[config.mk]
export PLATFORM = sky130hd
export DESIGN_NAME = pc_sequencer
export DESIGN_NICKNAME = d
export VERILOG_FILES = /design/src/rtl/cpu_defs.sv /design/src/rtl/jcn_cond.sv /design/src/rtl/pc_sequencer.sv
export SDC_FILE = /design/constraint.sdc
export NUM_CORES = 1
export LEC_CHECK = 0
export BUFFER_PORTS_ARGS = -buffer_cell sky130_fd_sc_hd__buf_2
export CAP_MARGIN = 20
export CORE_MARGIN = 5
export CORE_UTILIZATION = 32
export CTS_CLUSTER_SIZE = 25
export DETAILED_ROUTE_END_ITERATION = 6
export GPL_TIMING_DRIVEN = 0
export SLEW_MARGIN = 0
export SYNTH_ARGS = -nofsm -noshare
export SYNTH_HDL_FRONTEND = slang
export SYNTH_SLANG_ARGS = --single-unit
[constraint.sdc]
create_clock -name clock -period 2.2 [get_ports clock]
set_input_delay 0.22 -clock clock [delete_from_list [all_inputs] [get_ports clock]]
set_output_delay 0.22 -clock clock [all_outputs]
set_load 0.01 [all_outputs]
[src/rtl/cpu_defs.sv]
// Shared definitions for the 4-bit CPU: pc_stack control encodings, opcode
// constants, subcycle indices and the one-/two-word instruction classifier.
package cpu_defs;

    typedef enum logic [1:0] {
        PC_NEXT = 2'b00,
        PC_JUMP = 2'b01,
        PC_CALL = 2'b10,
        PC_RET  = 2'b11
    } pc_control_t;

    typedef enum logic {
        SEQ_FIRST  = 1'b0,
        SEQ_SECOND = 1'b1
    } seq_state_t;

    localparam logic [3:0] OPR_JCN     = 4'b0001;
    localparam logic [3:0] OPR_FIM_SRC = 4'b0010;
    localparam logic [3:0] OPR_FIN_JIN = 4'b0011;
    localparam logic [3:0] OPR_JUN     = 4'b0100;
    localparam logic [3:0] OPR_JMS     = 4'b0101;
    localparam logic [3:0] OPR_ISZ     = 4'b0111;
    localparam logic [3:0] OPR_BBL     = 4'b1100;

    localparam logic [2:0] CYC_M1 = 3'd3;
    localparam logic [2:0] CYC_M2 = 3'd4;
    localparam logic [2:0] CYC_X2 = 3'd6;
    localparam logic [2:0] CYC_X3 = 3'd7;

    // FIM shares its opr with SRC; only the even-opa form carries a data word.
    function automatic logic is_two_word(input logic [3:0] opr, input logic [3:0] opa);
        case (opr)
            OPR_JCN, OPR_JUN, OPR_JMS, OPR_ISZ: is_two_word = 1'b1;
            OPR_FIM_SRC:                        is_two_word = ~opa[0];
            default:                            is_two_word = 1'b0;
        endcase
    endfunction

endpackage

[src/rtl/jcn_cond.sv]
// JCN condition evaluator: opa[3] inverts the OR of the selected flags
// (opa[2] accumulator zero, opa[1] carry, opa[0] TEST pin low).
module jcn_cond (
    input  logic [3:0] opa,
    input  logic       acc_zero,
    input  logic       carry,
    input  logic       test,
    output logic       cond
);

    logic any_hit;

    assign any_hit = (opa[2] & acc_zero) | (opa[1] & carry) | (opa[0] & ~test);
    assign cond    = opa[3] ^ any_hit;

endmodule

[src/rtl/pc_sequencer.sv]
// Fetch-side instruction sequencer: latches opcode/operand words from the bus
// and issues registered pc_stack commands for subcycle 7 of each cycle.
module pc_sequencer
    import cpu_defs::*;
(
    input  logic        clock,
    input  logic        reset,
    input  logic [2:0]  cycle,
    input  logic [3:0]  data,
    input  logic        test,
    input  logic        acc_zero,
    input  logic        carry,
    input  logic        isz_nonzero,
    input  logic [7:0]  pair_value,
    input  logic [3:0]  pc_page,
    output logic [1:0]  pc_control,
    output logic [11:0] target,
    output logic [3:0]  opr,
    output logic [3:0]  opa,
    output logic        second_word
);

    seq_state_t  state_q, state_d;
    logic [3:0]  opr_q, opr_d;
    logic [3:0]  opa_q, opa_d;
    logic [7:0]  operand_q, operand_d;
    pc_control_t pc_control_q, pc_control_d;
    logic [11:0] target_q, target_d;
    logic        jcn_taken;

    jcn_cond u_jcn_cond (
        .opa      (opa_q),
        .acc_zero (acc_zero),
        .carry    (carry),
        .test     (test),
        .cond     (jcn_taken)
    );

    // Conditions and pc_page are consumed only at the edge ending subcycle 6,
    // so the command is stable through subcycle 7 regardless of input changes.
    always_comb begin
        state_d      = state_q;
        opr_d        = opr_q;
        opa_d        = opa_q;
        operand_d    = operand_q;
        pc_control_d = pc_control_q;
        target_d     = target_q;
        case (cycle)
            CYC_M1: begin
                if (state_q == SEQ_FIRST) opr_d = data;
                else                      operand_d[7:4] = data;
            end
            CYC_M2: begin
                if (state_q == SEQ_FIRST) opa_d = data;
                else                      operand_d[3:0] = data;
            end
            CYC_X2: begin
                pc_control_d = PC_NEXT;
                if (state_q == SEQ_FIRST) begin
                    if (opr_q == OPR_FIN_JIN && opa_q[0]) begin
                        pc_control_d = PC_JUMP;
                        target_d     = {pc_page, pair_value};
                    end else if (opr_q == OPR_BBL) begin
                        pc_control_d = PC_RET;
                    end
                end else begin
                    case (opr_q)
                        OPR_JUN: begin
                            pc_control_d = PC_JUMP;
                            target_d     = {opa_q, operand_q};
                        end
                        OPR_JMS: begin
                            pc_control_d = PC_CALL;
                            target_d     = {opa_q, operand_q};
                        end
                        OPR_JCN: begin
                            if (jcn_taken) begin
                                pc_control_d = PC_JUMP;
                                target_d     = {pc_page, operand_q};
                            end
                        end
                        OPR_ISZ: begin
                            if (isz_nonzero) begin
                                pc_control_d = PC_JUMP;
                                target_d     = {pc_page, operand_q};
                            end
                        end
                        default: pc_control_d = PC_NEXT;
                    endcase
                end
            end
            CYC_X3: begin
                pc_control_d = PC_NEXT;
                if (state_q == SEQ_FIRST && is_two_word(opr_q, opa_q)) state_d = SEQ_SECOND;
                else                                                    state_d = SEQ_FIRST;
            end
            default: ;
        endcase
    end

    always_ff @(posedge clock) begin
        if (reset) begin
            state_q      <= SEQ_FIRST;
            opr_q        <= 4'h0;
            opa_q        <= 4'h0;
            operand_q    <= 8'h00;
            pc_control_q <= PC_NEXT;
            target_q     <= 12'h000;
        end else begin
            state_q      <= state_d;
            opr_q        <= opr_d;
            opa_q        <= opa_d;
            operand_q    <= operand_d;
            pc_control_q <= pc_control_d;
            target_q     <= target_d;
        end
    end

    assign pc_control  = pc_control_q;
    assign target      = target_q;
    assign opr         = opr_q;
    assign opa         = opa_q;
    assign second_word = (state_q == SEQ_SECOND);

endmodule
Yosys cells after proc, flatten, opt, wreduce, memory -nomap -nowiden. Index checks and enable logic that the tools add are counted.

Register bits: 31. Bits of input ports: 25. Output and inout port bits: 23. Word-level logic and storage cells: 56.

Eq/ne operators: 14. Muxes and demuxes: 15. Bitwise operators: 9. Reduce and logical (&&, ||, !) cells: 11.

Operators with widths (number): $mux W12 (4); $pmux W12 S3 (1); $eq A4 B3 Y1 const B (3); $eq A3 B3 Y1 const B (3); $eq A4 B2 Y1 const B (2); $pmux W2 S4 (1); $reduce_and A2 Y1 (4); $mux W2 (3); $ne A3 B3 Y1 const B (2); $reduce_and A5 Y1 (1); $eq A4 B1 Y1 const B (1); $eq A4 B4 Y1 const B (1); $mux W1 (4); $ne A4 B2 Y1 const B (1); $pmux W2 S2 (1); $reduce_bool A2 Y1 (2); $reduce_or A4 Y1 (1); $and A1 B1 Y1 (3); $eq A3 B2 Y1 const B (1); $not A1 Y1 (3); $logic_and A1 B1 Y1 (2); $or A1 B1 Y1 (2); $pmux W1 S2 (1); $reduce_or A2 Y1 (1); $xor A1 B1 Y1 (1).

Logic depth before layout (Yosys ltp). Gate-level depths: netlist of run 1.

Word-level depth: 8. Gate-level depth with buffers: 8. Mapped depth without buffers: 6.

Cells and area by module. Synthesis of run 1 repeated with hierarchy kept, for this count alone.

Cell total of the unflattened synthesis: 152. Area total of the unflattened synthesis: 1532.7 µm².

Modules (own cells, without submodules): pc_sequencer (times used 1, cells each 149, area an instance 1510.2 µm², sequential area each 620.6 µm²); jcn_cond (times used 1, cells each 3, area an instance 22.5 µm², sequential area each 0.0 µm²).

Worst setup path after synthesis of run 1. OpenSTA, ideal clock, no wires.

Kind: register to register. Start point: register opr_q[2] (netlist: opr[2]). End point: register target_q[11] (netlist: target[11]). Setup time: 143 ps. Arrival: 1493 ps. Required time: 2057 ps. Path slack: 564 ps. Cell stages (with the launch flop): 8. Buffers on the path: 1. Period minus slack after synthesis: 1636 ps. Cells stage by stage: dfxtp_1 -> nor2b_1 -> a21oi_1 -> o21a_1 -> nor3_2 -> and2_4 -> buf_6 -> a211oi_2.

Cells in the longest elaborated chain, start to end: 4. Elaborated cells on any way between the ends: 14. Classes of those cells: 8 x eq/ne; 2 x mux; 4 x reduce/logical.

Ends and longest elaborated chain: start, declared (line pc_sequencer.sv:24) `logic [3:0] opr_q, opr_d;`; start signal, assigned (line pc_sequencer.sv:111) `opr_q <= opr_d;`; $eq A4 B3 Y1 / $eq A4 B2 Y1 (equally long branches) (line pc_sequencer.sv:67, pc_sequencer.sv:60); $reduce_or A2 Y1 (no line) / $logic_and A1 B1 Y1 (equally long branches); $ne A4 B2 Y1 (no line) (tied with other cells); $reduce_and A5 Y1 (no line) / $mux W12 (equally long branches); end signal, assigned (line pc_sequencer.sv:115) `target_q <= target_d;`; end, declared (line pc_sequencer.sv:28) `logic [11:0] target_q, target_d;`.

Parallel ways exist; a longest one is shown, timed or not. A chain may end at the register's enable or synchronous reset.

Worst setup path after layout of run 1.
Start point: register opr_q[3] (netlist: opr[3]). End point: register target_q[3] (netlist: target[3]).

The elaborated chain is that of the path after synthesis.

==> impl_metrics.ini, run 1 <==
[clock_network]
tritoncts = yes
cts_resized = 0
cts_buffer_depth = 2
cts_sinks = 31
numCtsBuffers = 5
postCtsSetupRepairBufs = 0
holdBufCountCts = 0
cts_root_buf = clkbuf_8
clk_latency_ns = 0.29
cts.clk_slew.worst_paths_ns = 0.07
cts_max_level = 2

[synth]
synth_edf_count = 0
synth_area_leader_cell = dfxtp_1
synth_area_um2 = 1519
synth_area_leaders = dfxtp_1 (41%), mux2i_1 (18%), a211oi_2 (8.2%)
ys_async_sr_fraction_pct = 0
syn_avg_cell_area_um2 = 9.614
yosysSeqAreaShare_pct = 40.86
yosys_register_bits = 31
netlist_instances = 158
synthFlopType = dfxtp_1
ys_types = 35
yosysTopAreaCellShare_pct = 40.86
yosys_warnings = 0
syn_nets = 183

[grt]
antenna_found_initial = 0
grt_pass1_vias = 1297
grt_start_max_net_pins = 11
grtUsageTotal_pct = 13.69
overflow = 0
grt_pass1_wl_um = 6492

[critical_path]
r2r_slack_ns = 0.37
worstPathArrival_ns = 2.04
r2r_cells = 7
cp-start-kind = flip-flop
endpoint = target[3]$_SDFFE_PP0P_
end_kind = flip-flop
required_ns = 2.41
reg2reg_from = opr[3]$_SDFFE_PP0P_
crit_type = flip-flop to flip-flop
crit_start = opr[3]$_SDFFE_PP0P_
reg2reg_to = target[3]$_SDFFE_PP0P_
path_max_fanout = 10

[routing]
vias = 1320
wl_met1_um = 2003
drc = 0
vias_per_cell = 4.962
drt-total-wl_um = 4167
routed-wl-met3_um = 252
top_layer = met4
dr.pass1.iters = 4
detail-route-antenna-nets = 0
drt_iter0_drc = 82
met2_length_um = 1840
wire_per_inst_um = 15.67

[final_layout]
fin_nets = 236
design_area_um2 = 1902
mostFrequentLayoutCells = buf_2 (48), dfxtp_1 (31), mux2i_1 (27), nor2_1 (20), a21oi_1 (20)
final_common_cell = buf_2
finish.utilization_pct = 40.81
diodes = 0
drive_above_1_share_pct = 34.43
area_growth_pct = 25.21

[timing]
slew_headroom_pct = 47.80
worst_pin_slew_ns = 0.7809
final_hold_viol_count = 0
finClkSkew_ns = 0.007152
setup-violations-final = 0
fin_setup_tns_ns = 0
fin_ws_ns = 0.3681
period_needed_ns = 1.832
rsz0062_at_grt = no
clock.fmax_ghz = 0.5459
timing.final.crit_share_pct = 83.27
drv_slew = 0

[flow_run]
drv_cap = 0

[die]
die_y_um = 78.90
fp.dieW_um = 78.90
die-area_um2 = 6224
io_pins = 48
initial_core_util_pct = 32.59
core-area_um2 = 4661
rows = 25

[min_path]
min_path_type = input port to flip-flop

[place]
gp_congestion = 0.8744
io_buffers = 46
pre_cts_slack_ns = 0.3884
dp_hpwl_um = 3129
place_area_um2 = 1817

[power]
vdd_drop_max_mv = 0.2095
p_leak_nw = 0.7881
power_density_nw_per_um2 = 595.4

[run_status]
status = completed
## cell usage after synthesis, types with 2 or more instances
cell	instances
nand3b_1	2
a21oi_1	20
nor2b_1	2
buf_2	2
nand2b_1	2
clkbuf_1	5
mux2i_1	27
dfxtp_1	31
inv_1	2
a211oi_1	2
o21ai_0	2
o21a_1	3
nand3_1	4
nor2_1	20
a211oi_2	10
nand2_1	5
## routing by layer
metal  vias to the layer above  global-route usage [%]
met5                         -                       0
met4                         0                   5.670
met3                         7                   4.308
met2                        34                   20.63
met1                       602                   18.09
li1                        677                       -
## worst max-delay path, cell delays in order (launching register included)
cell      delay [ns]
dfxtp_1         0.38
and2b_4         0.30
a41oi_1         0.15
a21oi_1         0.18
o21a_1          0.20
buf_2           0.25
a21oi_1         0.11
a211oi_2        0.19
## logic make-up (layout without fill, tap and decap cells)
logic type | count (synthesis) | in the layout | synth area share [%]
AO/OA/AOI/OAI | 41 | 41 | 20.10
buffers and inverters | 13 | 67 | 4.201
AND/OR/NAND/NOR | 45 | 45 | 16.47
XOR/XNOR | 1 | 1 | 0.5767
flip-flops | 31 | 31 | 40.86
multiplexers | 27 | 27 | 17.79
## power breakdown
part	total, W	switching (W)	internal, W
registers	0.000576	0.00000845	0.000567
logic	0.000109	0.0000636	0.0000456
clock network	0.000447	0.000226	0.000221
## worst min-delay path by stage
| stage | startpoint | to | depth (start not counted) |
|---|---|---|---|
| 2_1_floorplan | data[0] | operand_q[4]$_SDFFE_PP0P_ | 2 |
| 3_3_place_gp | pc_control[1]$_SDFFE_PP0P_ | pc_control[1]$_SDFFE_PP0P_ | 2 |
| 3_5_place_dp | pc_control[1]$_SDFFE_PP0P_ | pc_control[1]$_SDFFE_PP0P_ | 2 |
| 4_1_cts | data[2] | opa[2]$_SDFFE_PP0P_ | 3 |
| 5_1_grt | data[2] | opr[2]$_SDFFE_PP0P_ | 3 |
| 6_report | data[3] | opr[3]$_SDFFE_PP0P_ | 3 |
## metrics by stage
stage	hold slack (ns)	power, W	cells
3_5_place_dp	0.4794	0.0006987	258
2_1_floorplan	0.3639	0.0006478	158
6_report	0.2339	0.001132	266
4_1_cts	0.2367	0.001143	266
5_1_grt	0.2491	0.001182	266
3_3_place_gp	0.4733	0.0006994	258
## registers in the layout, summed over array words and instances (netlist names)
name and cells:
pc_control 2, target 12, second_word 1, operand_q 8, opa 4, opr 4
## final cells by class
class	instances	area (µm²)
fillers	470	2759
multi-input cells	114	834.6
flip-flops and latches	31	620.6
repair buffers	46	230.2
clock buffers	6	72.57
well taps	54	67.56
plain buffers	11	56.30
clock inverters	2	12.51
inverters	2	7.507
No activity file was read; power rests on OpenSTA's default activity.
==> run 2, diff against run 1 <==
==> constraint.sdc (replaced) <==
create_clock -name clock -period 1.6 [get_ports clock]
set_input_delay 0.16 -clock clock [delete_from_list [all_inputs] [get_ports clock]]
set_output_delay 0.16 -clock clock [all_outputs]
set_load 0.01 [all_outputs]
==> run 2 against run 1 <==
Effect of this change: the run now ends with negative setup slack left; sequential share of layout area is 1.7 points lower; combinational power grew 51%; register-to-register slack lost 0.44 ns; core utilization rose by 3.3 points; final cell count is 2.3% higher; clock skew down 0.00054 ns; largest cell class unchanged; die area is the same; maximum frequency increased by 9.5%; non-clock buffer count rose by 6; via count is 3.3% higher; worst hold slack got worse by 0.044 ns.
==> impl_metrics.ini, run 2 (synthesized netlist as in run 1, its figures left out) <==
[routing]
drt_iter0_drc = 35
drt-total-wl_um = 4234
drc = 0
dr.pass1.iters = 4
vias_per_cell = 5.011
detail-route-antenna-nets = 0
wire_per_inst_um = 15.57
vias = 1363

[timing]
drv_slew = 0
timing.final.crit_share_pct = 104.5
rsz0062_at_grt = yes
final_hold_viol_count = 0
fin_setup_tns_ns = -0.5815
fin_ws_ns = -0.07224
slew_headroom_pct = 51.24
period_needed_ns = 1.672
setup-violations-final = 14
finClkSkew_ns = 0.006616
worst_pin_slew_ns = 0.7314
clock.fmax_ghz = 0.5980

[die]
die_y_um = 78.90
rows = 25
core-area_um2 = 4661
fp.dieW_um = 78.90
io_pins = 48
initial_core_util_pct = 32.59
die-area_um2 = 6224

[grt]
grtUsageTotal_pct = 13.95
grt_pass1_vias = 1357
overflow = 0
antenna_found_initial = 0
grt_pass1_wl_um = 6727
grt_start_max_net_pins = 11

[min_path]
min_path_type = input port to flip-flop

[flow_run]
drv_cap = 0

[final_layout]
final_common_cell = buf_2
instances_no_fill = 272
drive_above_1_share_pct = 41.28
mostFrequentLayoutCells = buf_2 (48), mux2i_1 (27), dfxtp_1 (26), nor2_1 (20), a21oi_1 (18)
finish.utilization_pct = 44.11
largest_register_ffs = 12
diodes = 0
area_growth_pct = 35.34
fin_nets = 242

[clock_network]
numCtsBuffers = 5
cts.clk_slew.worst_paths_ns = 0.06
tritoncts = yes
clk_latency_ns = 0.28
cts_root_buf = clkbuf_8
cts_max_level = 2
cts_sinks = 31
cts_buffer_depth = 2

[critical_path]
crit_type = flip-flop to flip-flop
max_stage_delay_ns = 0.38
path_max_fanout = 5
end_kind = flip-flop
slowest_stage = dfxtp_4
critical_path_buf_inv_count = 1
cp-start-kind = flip-flop
worstPathArrival_ns = 1.81
path_delay_family = simple AND/OR/NAND/NOR gates
required_ns = 1.74
crit_chain = nor2b_2, a21oi_1, o21a_1, nor3_4, and2_4, clkbuf_16, a211oi_2

[power]
p_leak_nw = 0.8490
vdd_drop_max_mv = 0.2681
power_density_nw_per_um2 = 793.2
finalPower_w = 0.001631

[place]
io_buffers = 46
dp_hpwl_um = 2971
dp.cells = 258
gp_congestion = 0.7549

[run_status]
violations = negative setup slack
status = complete, but fails checks
## run 2: worst paths after layout
kind                                    from                         end  slack [ns]  cells after the start
setup / recovery         opr[2]$_SDFFE_PP0P_      target[7]$_SDFFE_PP0P_       -0.07                      7
hold / removal                         reset  pc_control[0]$_SDFFE_PP0P_        0.19                      4
setup reg to reg         opr[2]$_SDFFE_PP0P_      target[7]$_SDFFE_PP0P_       -0.07                      7
hold reg to reg   pc_control[0]$_SDFFE_PP0P_  pc_control[0]$_SDFFE_PP0P_        0.49                      2
## run 2: layer usage
layer	up-vias	global-route usage, %	wire (µm)
met5	-	0	0
met4	0	5.498	53
met3	5	4.989	236
met2	30	22.58	2054
met1	635	16.88	1888
li1	693	-	-
## run 2: worst min-delay path: cells and delay by family
| kind | cells | cell delay [ns] |
|---|---|---|
| buf+inv | 1 | 0.12 |
| compound gates | 2 | 0.10 |
| simple gates | 1 | 0.06 |
## run 2: where the power goes
| part | switching, W | internal [W] | total [W] |
|---|---|---|---|
| sequential | 0.0000126 | 0.000777 | 0.000789 |
| clock | 0.000284 | 0.000392 | 0.000676 |
| combinational | 0.0000935 | 0.0000720 | 0.000165 |
| total | 0.000390 | 0.00124 | 0.00163 |
## run 2: metrics by stage
stage,hold WS (ns),setup slack (ns),cell area (µm²)
finish,0.1900,-0.07224,2056
global route,0.2210,-0.1626,2056
detailed placement,0.4777,-0.2133,1827
floorplan,0.3039,0.02525,1529
CTS,0.1896,-0.07163,2018
global placement,0.4677,-0.1866,1827
## run 2: repair_timing
item	4_1_cts	5_1_grt
gates cloned	0	1
hold buffers	0	0
buffers inserted	6	0
pin swaps	2	0
resized for setup	15	5
endpoints found under the setup margin	13	18
## run 2: final cells by class
cell class	count	area [µm²]
plain buffers	10	71.32
clock buffers	8	100.1
fillers	463	2605
inverters	2	7.507
multi-input cells	114	872.1
flip-flops and latches	31	636.9
well taps	54	67.56
repair buffers	53	300.3
==> run 3, diff against run 2 <==
--- a/config.mk
+++ b/config.mk
@@ -8,10 +8,11 @@
 export BUFFER_PORTS_ARGS = -buffer_cell sky130_fd_sc_hd__buf_2
 export CAP_MARGIN = 20
 export CORE_MARGIN = 5
-export CORE_UTILIZATION = 32
+export CORE_UTILIZATION = 45
 export CTS_CLUSTER_SIZE = 25
 export DETAILED_ROUTE_END_ITERATION = 6
 export GPL_TIMING_DRIVEN = 0
+export PLACE_DENSITY = 0.75
 export SLEW_MARGIN = 0
 export SYNTH_ARGS = -nofsm -noshare
 export SYNTH_HDL_FRONTEND = slang
==> run 3 against run 2 <==
Effect of this change: the flow still finishes with violations (negative setup slack); register-to-register slack got worse by 0.04 ns; clock power is 4.4% lower; sequential power hardly changed; count of clock-buffer cells in the layout shrank 2; non-clock buffer count fell by 3; wire length decreased by 10%; worst hold slack got worse by 0.058 ns; combinational power fell by 5%; via count is 1.3% lower; design area is 4.3% lower; die area decreased by 25%; global-route usage increased by 4.2 points.
==> impl_metrics.ini, run 3 (synthesized netlist as in run 1, its figures left out) <==
[critical_path]
endpoint = target[5]$_SDFFE_PP0P_
crit_chain = and2b_4, nor3b_4, nand2_1, o21a_1, and2_4, buf_12, a211oi_2
reg2reg_from = opr[3]$_SDFFE_PP0P_
worstPathArrival_ns = 1.97
slowest_stage = dfxtp_4
path_max_fanout = 10
r2r_slack_ns = -0.11
required_ns = 1.85
end_kind = flip-flop
reg2reg_to = target[5]$_SDFFE_PP0P_
cp-start-kind = flip-flop
crit_type = flip-flop to flip-flop
max_stage_delay_ns = 0.35
r2r_cells = 7
crit_start = opr[3]$_SDFFE_PP0P_

[timing]
whs_ns = 0.1322
worst_pin_slew_ns = 0.7228
timing.final.crit_share_pct = 107.1
setup-violations-final = 16
clock.fmax_ghz = 0.5834
finClkSkew_ns = 0.005376
final_hold_viol_count = 0
fin_ws_ns = -0.1141
period_needed_ns = 1.714
slew_headroom_pct = 51.81
drv_slew = 0
fin_setup_tns_ns = -1.080
rsz0062_at_grt = yes

[place]
gp_congestion = 0.8977
dp_hpwl_um = 2716
place_area_um2 = 1817
dp.cells = 250
io_buffers = 46

[power]
p_leak_nw = 0.8216
power_density_nw_per_um2 = 809.1
vdd_drop_max_mv = 0.4656

[die]
die_y_um = 68.10
rows = 21
core-area_um2 = 3311
io_pins = 48
die-area_um2 = 4638
initial_core_util_pct = 45.88
fp.dieW_um = 68.10

[run_status]
violations = negative setup slack
status = complete, but fails checks

[final_layout]
area_growth_pct = 29.49
mostFrequentLayoutCells = buf_2 (48), mux2i_1 (27), dfxtp_1 (26), nor2_1 (20), a21oi_1 (20)
design_area_um2 = 1967
fin_nets = 239
instances_no_fill = 261
drive_above_1_share_pct = 39.07
diodes = 0
final_common_cell = buf_2
largest_register_ffs = 12

[routing]
wire_per_inst_um = 14.59
drt-total-wl_um = 3807
drc = 0
drt_iter0_drc = 150
vias_per_cell = 5.153
dr.pass1.iters = 4
detail-route-antenna-nets = 0
vias = 1345

[clock_network]
cts_buffer_depth = 2
numCtsBuffers = 5
tritoncts = yes
clk_latency_ns = 0.33
cts_root_buf = clkbuf_4
cts_max_level = 2
cts_sinks = 31
cts.clk_slew.worst_paths_ns = 0.10

[grt]
grt_pass1_vias = 1280
antenna_found_initial = 0
grtUsageTotal_pct = 18.14
grt_pass1_wl_um = 6147
overflow = 0
grt_start_max_net_pins = 11

[flow_run]
drv_cap = 0

[min_path]
min_path_type = input port to flip-flop
-- run 3: cell type report --
| type | instances | area [µm²] |
|---|---|---|
| plain buffers | 10 | 71.32 |
| clock buffers | 6 | 51.30 |
| clock inverters | 2 | 35.03 |
| fillers | 305 | 1344 |
| inverters | 2 | 7.507 |
| multi-input cells | 114 | 849.6 |
| flip-flops and latches | 31 | 634.4 |
| well taps | 46 | 57.56 |
| repair buffers | 50 | 260.3 |
-- run 3: through the flow --
step | power (W) | setup slack, ns | util (%)
after floorplan | 0.0008930 | 0.02525 | -
after global placement | 0.0009574 | -0.2523 | 54.88
after detailed placement | 0.0009583 | -0.2866 | 54.88
after CTS | 0.001602 | -0.07827 | 59.26
after global routing | 0.001656 | -0.1815 | 59.41
final | 0.001591 | -0.1141 | 59.41
-- run 3: worst min-delay path by stage --
stage | start | to | slack (ns) | cells past startpoint
finish | data[0] | operand_q[4]$_SDFFE_PP0P_ | 0.13 | 3
global route | data[2] | opr[2]$_SDFFE_PP0P_ | 0.14 | 3
CTS | data[0] | operand_q[4]$_SDFFE_PP0P_ | 0.13 | 3
detailed placement | data[0] | operand_q[4]$_SDFFE_PP0P_ | 0.48 | 3
global placement | pc_control[1]$_SDFFE_PP0P_ | pc_control[1]$_SDFFE_PP0P_ | 0.47 | 2
floorplan | data[0] | operand_q[4]$_SDFFE_PP0P_ | 0.30 | 2
-- run 3: critical path: cells and delay by family (launching register included) --
kind	cells	cell delay, ns
flip-flops	1	0.35
AND/OR/NAND/NOR	4	0.73
AO/OA/AOI/OAI	2	0.42
buffers and inverters	1	0.14
-- run 3: metal layers --
layer | vias up | GRT usage [%] | routed length [µm] | share of wire [%]
li1 | 687 | - | - | -
met1 | 606 | 24.14 | 1712 | 45
met2 | 46 | 28.52 | 1803 | 47
met3 | 6 | 5.583 | 258 | 6.8
met4 | 0 | 4.467 | 31 | 0.81
met5 | - | 0 | 0 | 0
-- run 3: repair_timing --
item                                    in CTS  in global routing
pin swaps                                    1                  1
endpoints found under the setup margin      18                 18
hold buffers                                 0                  0
buffers inserted                             4                  0
gates resized for setup                     12                  2
-- run 3: where the power goes --
group | internal, W | switching [W] | total (W) | leakage, nW
Clock | 0.000369 | 0.000277 | 0.000646 | 0.0482
Combinational | 0.0000686 | 0.0000869 | 0.000156 | 0.520
Sequential | 0.000777 | 0.0000125 | 0.000790 | 0.253
